==> config.mk <==
export PLATFORM = sky130hd
export DESIGN_NAME = present_inv_key_schedule
export DESIGN_NICKNAME = d
export VERILOG_FILES = /design/src/rtl/present_inv_key_schedule.sv
export SDC_FILE = /design/constraint.sdc
export NUM_CORES = 1
export LEC_CHECK = 0
export CAP_MARGIN = 15
export CORE_ASPECT_RATIO = 2
export CORE_MARGIN = 3
export CORE_UTILIZATION = 55
export CTS_CLUSTER_DIAMETER = 150
export DETAILED_ROUTE_END_ITERATION = 10
export PLACE_DENSITY_LB_ADDON = 0.12
export SKIP_CTS_REPAIR_TIMING = 1
export SYNTH_ARGS = -nofsm -noshare
export SYNTH_HDL_FRONTEND = slang
export SYNTH_SLANG_ARGS = --single-unit
export TNS_END_PERCENT = 20
==> constraint.sdc <==
create_clock -name clk -period 4.4 [get_ports clk]
set_input_delay 1.1 -clock clk [delete_from_list [all_inputs] [get_ports clk]]
set_output_delay 1.1 -clock clk [all_outputs]
set_load 0.02 [all_outputs]
==> src/rtl/present_inv_key_schedule.sv <==
// PRESENT-80 decryption key scheduler: rolls the forward schedule to the last
// round key, then streams round keys back down to K1 using the inverse update.
module present_inv_key_schedule #(
  parameter int ROUNDS = 31,
  parameter int IDX_W  = 6
) (
  input  logic             clk,
  input  logic             rst_n,
  input  logic             key_valid,
  output logic             key_ready,
  input  logic [79:0]      key_in,
  output logic             rk_valid,
  input  logic             rk_ready,
  output logic [63:0]      rk_out,
  output logic [IDX_W-1:0] rk_idx,
  output logic             busy,
  output logic             done
);

  typedef enum logic [1:0] {IDLE, FWD, EMIT} state_t;

  localparam logic [IDX_W-1:0] LAST  = IDX_W'(ROUNDS);
  localparam logic [IDX_W-1:0] FIRST = IDX_W'(ROUNDS + 1);
  localparam logic [IDX_W-1:0] ONE   = IDX_W'(1);

  state_t           state;
  logic [79:0]      key_reg;
  logic [IDX_W-1:0] cnt;
  logic [IDX_W-1:0] idx_dec;

  function automatic logic [3:0] sbox(input logic [3:0] x);
    case (x)
      4'h0: sbox = 4'hC;  4'h1: sbox = 4'h5;  4'h2: sbox = 4'h6;  4'h3: sbox = 4'hB;
      4'h4: sbox = 4'h9;  4'h5: sbox = 4'h0;  4'h6: sbox = 4'hA;  4'h7: sbox = 4'hD;
      4'h8: sbox = 4'h3;  4'h9: sbox = 4'hE;  4'hA: sbox = 4'hF;  4'hB: sbox = 4'h8;
      4'hC: sbox = 4'h4;  4'hD: sbox = 4'h7;  4'hE: sbox = 4'h1;  default: sbox = 4'h2;
    endcase
  endfunction

  function automatic logic [3:0] sbox_inv(input logic [3:0] x);
    case (x)
      4'h0: sbox_inv = 4'h5;  4'h1: sbox_inv = 4'hE;  4'h2: sbox_inv = 4'hF;  4'h3: sbox_inv = 4'h8;
      4'h4: sbox_inv = 4'hC;  4'h5: sbox_inv = 4'h1;  4'h6: sbox_inv = 4'h2;  4'h7: sbox_inv = 4'hD;
      4'h8: sbox_inv = 4'hB;  4'h9: sbox_inv = 4'h4;  4'hA: sbox_inv = 4'h6;  4'hB: sbox_inv = 4'h3;
      4'hC: sbox_inv = 4'h0;  4'hD: sbox_inv = 4'h7;  4'hE: sbox_inv = 4'h9;  default: sbox_inv = 4'hA;
    endcase
  endfunction

  // rotl 61, S-box on top nibble, round counter into bits 19:15
  function automatic logic [79:0] fwd_step(input logic [79:0] k, input logic [4:0] i);
    logic [79:0] t;
    t          = {k[18:0], k[79:19]};
    t[79:76]   = sbox(t[79:76]);
    t[19:15]   = t[19:15] ^ i;
    fwd_step   = t;
  endfunction

  // exact undo of fwd_step: counter, inverse S-box, then rotr 61
  function automatic logic [79:0] inv_step(input logic [79:0] k, input logic [4:0] i);
    logic [79:0] t;
    t          = k;
    t[19:15]   = t[19:15] ^ i;
    t[79:76]   = sbox_inv(t[79:76]);
    inv_step   = {t[60:0], t[79:61]};
  endfunction

  assign idx_dec = rk_idx - ONE;
  assign rk_out  = key_reg[79:16];

  always_ff @(posedge clk) begin
    if (!rst_n) begin
      state     <= IDLE;
      key_reg   <= '0;
      cnt       <= '0;
      key_ready <= 1'b1;
      rk_valid  <= 1'b0;
      rk_idx    <= '0;
      busy      <= 1'b0;
      done      <= 1'b0;
    end else begin
      done <= 1'b0;
      case (state)
        IDLE: begin
          if (key_valid && key_ready) begin
            key_reg   <= key_in;
            cnt       <= ONE;
            state     <= FWD;
            key_ready <= 1'b0;
            busy      <= 1'b1;
          end
        end
        FWD: begin
          key_reg <= fwd_step(key_reg, cnt[4:0]);
          cnt     <= cnt + ONE;
          if (cnt == LAST) begin
            state    <= EMIT;
            rk_valid <= 1'b1;
            rk_idx   <= FIRST;
          end
        end
        EMIT: begin
          if (rk_ready) begin
            if (rk_idx == ONE) begin
              state     <= IDLE;
              rk_valid  <= 1'b0;
              rk_idx    <= '0;
              cnt       <= '0;
              done      <= 1'b1;
              key_ready <= 1'b1;
              busy      <= 1'b0;
            end else begin
              key_reg <= inv_step(key_reg, idx_dec[4:0]);
              rk_idx  <= idx_dec;
            end
          end
        end
        default: state <= IDLE;
      endcase
    end
  end

endmodule
==> results of run 1 <==
-- worst max path at each step --
stage	slack [ns]	end	start	cells past startpoint
floorplan	1.19	flip-flop	key_valid	10
CTS	0.88	flip-flop	rk_ready	10
global placement	0.65	flip-flop	key_valid	11
finish	0.86	flip-flop	key_valid	11
detailed placement	0.51	flip-flop	rk_ready	10
global route	0.70	flip-flop	rk_ready	10
-- cell families (layout without fill, tap and decap cells) --
family / after synthesis / after routing / share of synthesized area
XOR/XNOR: 17 / 17 / 0.0223
AND/OR/NAND/NOR: 244 / 244 / 0.167
buffers and inverters: 145 / 198 / 0.122
adder cells (fa/ha/maj): 20 / 20 / 0.0375
flip-flops: 106 / 106 / 0.318
other: 0 / 1 / 0
AO/OA/AOI/OAI: 281 / 281 / 0.314
multiplexers: 11 / 11 / 0.0187
-- worst min-delay path, stage by stage, from the launching register on --
cell,delay [ns]
dfxtp_1,0.32
inv_1,0.05
a21oi_1,0.05
-- metal layers --
metal,vias to the layer above,track usage,part of all wire
met1,2965,0.322,0.37
met3,64,0.0447,0.053
li1,2968,-,-
met5,-,0,0
met4,0,0.144,0.047
met2,255,0.501,0.53
-- synthesized netlist by cell type (6+ instances only) --
master      n  area, µm²
and2_1      6       37.5
a21oi_1    11       55.1
buf_1      12       45.0
buf_2      14       70.1
o211ai_1   74        556
xor2_1      6       52.6
inv_1      15       56.3
nand2_1   166        623
ha_1       20        250
nor2_1     15       56.3
xnor2_1    11       96.3
clkbuf_1   35        131
dfxtp_1   106       2120
nor2b_1    13       81.3
mux2i_1     8       80.1
a22oi_1    74        556
nand3_1    15       75.1
a21boi_0   77        578
buf_4      66        495
o21ai_0    14       70.1
-- layout make-up --
cell class	instances	area share
sequential	106	0.263
tap	145	0.0225
inverter	17	0.00792
antenna	1	0.000311
clock inverter	7	0.00963
timing repair buffer	165	0.202
multi-input combinational	573	0.467
clock buffer	9	0.0279
-- report_power, final --
group / switching [mW] / leakage, nW / internal [mW] / total, mW
Combinational: 1.98 / 1.77 / 1.38 / 3.37
Sequential: 0.503 / 0.873 / 1.38 / 1.88
Clock: 0.386 / 0.140 / 0.447 / 0.833
-- through the flow --
stage                     hold WS [ns]  total power, mW  setup WS (ns)
after floorplan                  0.456             4.35           1.19
after global placement           0.434             5.11          0.654
after detailed placement         0.440             5.23          0.512
after CTS                        0.455             6.08          0.884
after global routing             0.496             6.48          0.702
final                            0.450             6.08          0.859
==> results.cfg, run 1 <==
[outcome]
status = complete, no violations

[clock_network]
h-tree-depth = 3
cts_root_buf = clkbuf_16
path_clk_slew_ns = 0.07
worst_skew_pair.late_latency_ns = 0.35
clock_path_buffers = 2
cts.sinks = 106
cts_buffers = 9
cts_tree = yes

[final_layout]
largest_register_ff_count = 80
drive_above_1_share = 0.0582
final_common_cell = nand2_1
utilization = 0.685
nFillCells = 990
layout.nets = 976
final_cell_mix = nand2_1 (166), clkdlybuf4s50_1 (156), dfxtp_1 (106), a21boi_0 (77)
syn2layout_area_growth_pct = 20.8
multi_input_area_um2 = 3760
final_cells = 1023
register_area_um2 = 2120
stdcell_area_um2 = 8060

[global_routing]
grt_overflow = 0
antenna_found_initial = 1
grt_max_degree = 104
grt_first_pass_wirelength_mm = 31.3
grt_usage = 0.282
grt_pass1_vias = 6008

[route]
drc = 0
drt_iter0_drc = 517
vias_per_cell = 6.11
wl_per_cell_um = 19.1
ant_nets = 0
dr.pass1.iters = 5
vias = 6252
wl_mm = 19.5

[worst_setup_path]
crit_slowest_cell = buf_4
reg2reg_slack_ns = 1.15
critPathMaxStageDelay_ns = 0.53
arrival_ns = 3.76
worst-path-buf-inv = 4
critical_path.max_fanout = 58
worstPathRequired_ns = 4.62
cp_cell_sequence = clkdlybuf4s50_1, a21boi_1, or3_1, nor2_4, buf_4, o211a_1, inv_1, ha_1, inv_1, a21oi_1, o22ai_1
worstSetupEndpointType = flip-flop
critical_path.top_delay_family = buffers and inverters
reg2reg_depth = 10
setup.worst_path.start_class = input pin
r2r-start = state[0]
criticalPathCategory = in2reg
cpMostUsedCell = inv_1

[sta]
fmaxAchievable_mhz = 282
slew_viol_final = 0
hold_viol = 0
period_share = 0.805
skew_ns = 0.00951
worst_slew_pin_slew_ns = 0.947
finalCriticalPeriod_ns = 3.54
setup-tns-final_ns = 0
rsz0062_at_grt = no
relSlewSlack = 0.369
setup_viol = 0

[die]
fp.dieH_um = 162
coreArea_um2 = 11800
ios = 158
die_area_um2 = 13600
floorplan.initialDensity = 0.567
die_w_um = 83.9
core.rowCount = 56

[place]
dp_hpwl_mm = 13.6
gp_congestion = 0.876
port_buffers = 157
place_area_um2 = 7750
place_inst = 1006

[synth]
netlist_area_um2 = 6670
synth.distinct_cells = 62
syn_avg_cell_area_um2 = 8.10
ys.flop_type = dfxtp_1
ys.warnings.count = 0
synth_edf_count = 0
synthCells = 824
ys_async_sr_fraction = 0
synth_fp_nets = 928
yosysSeqAreaShare = 0.318
ys_seq_elements = 106

[hold_path]
hp-start = busy
min_to = busy
hp-class = reg2reg
hold_path_depth = 2

[power]
ir_drop_mv = 0.772
power_density_nw_per_um2 = 755
leakage_nw = 2.78

[job]
drv_cap = 0
Note: power is estimated with default switching activity, not from simulation.
==> run 2: changes to the inputs <==
Settings changed: CORE_UTILIZATION 55 to 51.
Clock period 4.4 ns to 3.7 ns, I/O delays scaled along.
==> run 2 against run 1 <==
Against the previous run: non-clock buffer count grew 8; hold slack better by 0.016 ns; global-route usage is 0.66 points lower; clock skew about the same.
==> results.cfg, run 2 (synthesis gave the netlist of run 1 again) <==
[die]
coreArea_um2 = 12700
die_w_um = 86.9
floorplan.initialDensity = 0.526
ios = 158
die_area_um2 = 14600
core.rowCount = 58
fp.dieH_um = 168

[route]
wl_per_cell_um = 19.5
wl_met1_mm = 7.50
wl_met3_mm = 1.04
wl_mm = 20.2
dr.pass1.iters = 5
wl_met2_mm = 10.8
top_layer_used = met4
vias = 6282
drt_iter0_drc = 583
drc = 0
ant_nets = 0
vias_per_cell = 6.06

[worst_setup_path]
critical_path.max_fanout = 5
reg2reg_slack_ns = 0.55
startpoint = rk_ready
worst-path-buf-inv = 2
arrival_ns = 3.62
setup.worst_path.start_class = input pin
critPathMaxStageDelay_ns = 0.58
criticalPathCategory = in2reg
r2r-start = state[0]
cp_cell_sequence = clkdlybuf4s50_1, nor2b_1, or3_1, o21ai_0, a21boi_0, inv_1, ha_1, mux2_2, o22ai_1
reg2reg_depth = 11
worstSetupEndpointType = flip-flop
cp_num_cells = 9
worstPathRequired_ns = 3.97
critical_path.top_delay_family = compound AO/OA/AOI/OAI gates
crit_slowest_cell = a21boi_0

[final_layout]
nFillCells = 1144
drive_above_1_share = 0.0667
register_area_um2 = 2120
largest_register_ff_count = 80
syn2layout_area_growth_pct = 21.7
final_cells = 1036
multi_input_area_um2 = 3760
final_cell_mix = nand2_1 (166), clkdlybuf4s50_1 (156), dfxtp_1 (106), a21boi_0 (77)
layout.nets = 984
final_common_cell = nand2_1
utilization = 0.640

[place]
gp_congestion = 0.988
port_buffers = 157
place_inst = 1019
dp_hpwl_mm = 14.4
pre_cts_ws_ns = 0.0396

[sta]
relSlewSlack = 0.379
slew_viol_final = 0
setup_viol = 0
period_share = 0.907
rsz0062_at_grt = no
finalCriticalPeriod_ns = 3.36
worst_slew_pin_slew_ns = 0.932
setup_ws_ns = 0.345
skew_ns = 0.00954
setup-tns-final_ns = 0
hold_viol = 0
fmaxAchievable_mhz = 298

[global_routing]
grt_pass1_vias = 6025
grt_max_degree = 98
antenna_found_initial = 1
grt_usage = 0.275
grt_overflow = 0
grt_first_pass_wirelength_mm = 32.0

[clock_network]
cts_buffers = 9
worst_skew_pair.late_latency_ns = 0.35
cts_tree = yes
h-tree-depth = 3
path_clk_slew_ns = 0.07
clock_path_buffers = 2
cts_root_buf = clkbuf_16
cts.sinks = 106

[job]
drv_cap = 0

[power]
p_total_mw = 7.29
leakage_nw = 2.83
ir_drop_mv = 0.673
power_density_nw_per_um2 = 897

[hold_path]
hp-class = reg2reg

[outcome]
status = complete, no violations
## run 2: cell count changes in the layout (fill, tap and decap cells not counted)
cell | before | now
buf_4 | 8 | 16
clkinv_2 | 1 | 2
clkinv_4 | 0 | 3
clkinvlp_4 | 3 | 0
inv_6 | 1 | 0
## run 2: layout make-up
type	count	area share
diodes	1	0.000308
clock buffers	9	0.0277
clock inverters	7	0.00955
inverters	17	0.00785
multi-input cells	573	0.463
flip-flops and latches	106	0.261
well taps	150	0.0231
repair buffers	173	0.208
## run 2: how the worst min path moves through the flow
stage / end / cells after the start / start
2_1_floorplan: key_reg[1] / 2 / key_reg[1]
3_3_place_gp: busy / 2 / busy
3_5_place_dp: busy / 2 / busy
4_1_cts: busy / 2 / busy
5_1_grt: busy / 2 / busy
6_report: busy / 2 / busy
## run 2: per-layer routing
metal	GRT usage	vias up
met5	0	-
met4	0.132	0
met3	0.0416	50
met2	0.476	241
met1	0.324	3003
li1	-	2988
## run 2: worst register-to-register path: stages, from the launching register on
cell      delay [ns]
dfxtp_1         0.36
inv_1           0.17
ha_2            0.25
buf_4           0.33
and2_1          0.25
a221o_1         0.17
nand3_1         0.11
a21boi_0        0.57
inv_1           0.18
ha_1            0.32
mux2_2          0.26
o22ai_1         0.12
## run 2: power by group
| group | total, mW | switching (mW) | internal (mW) |
|---|---|---|---|
| Sequential | 2.24 | 0.596 | 1.64 |
| Combinational | 4.07 | 2.39 | 1.68 |
| Clock | 0.980 | 0.448 | 0.531 |
## run 2: per-stage QoR
| step | area, µm² | hold WS, ns |
|---|---|---|
| 2_1_floorplan | 6670 | 0.456 |
| 3_3_place_gp | 7820 | 0.436 |
| 3_5_place_dp | 7820 | 0.455 |
| 4_1_cts | 8120 | 0.465 |
| 5_1_grt | 8130 | 0.494 |
| 6_report | 8130 | 0.466 |
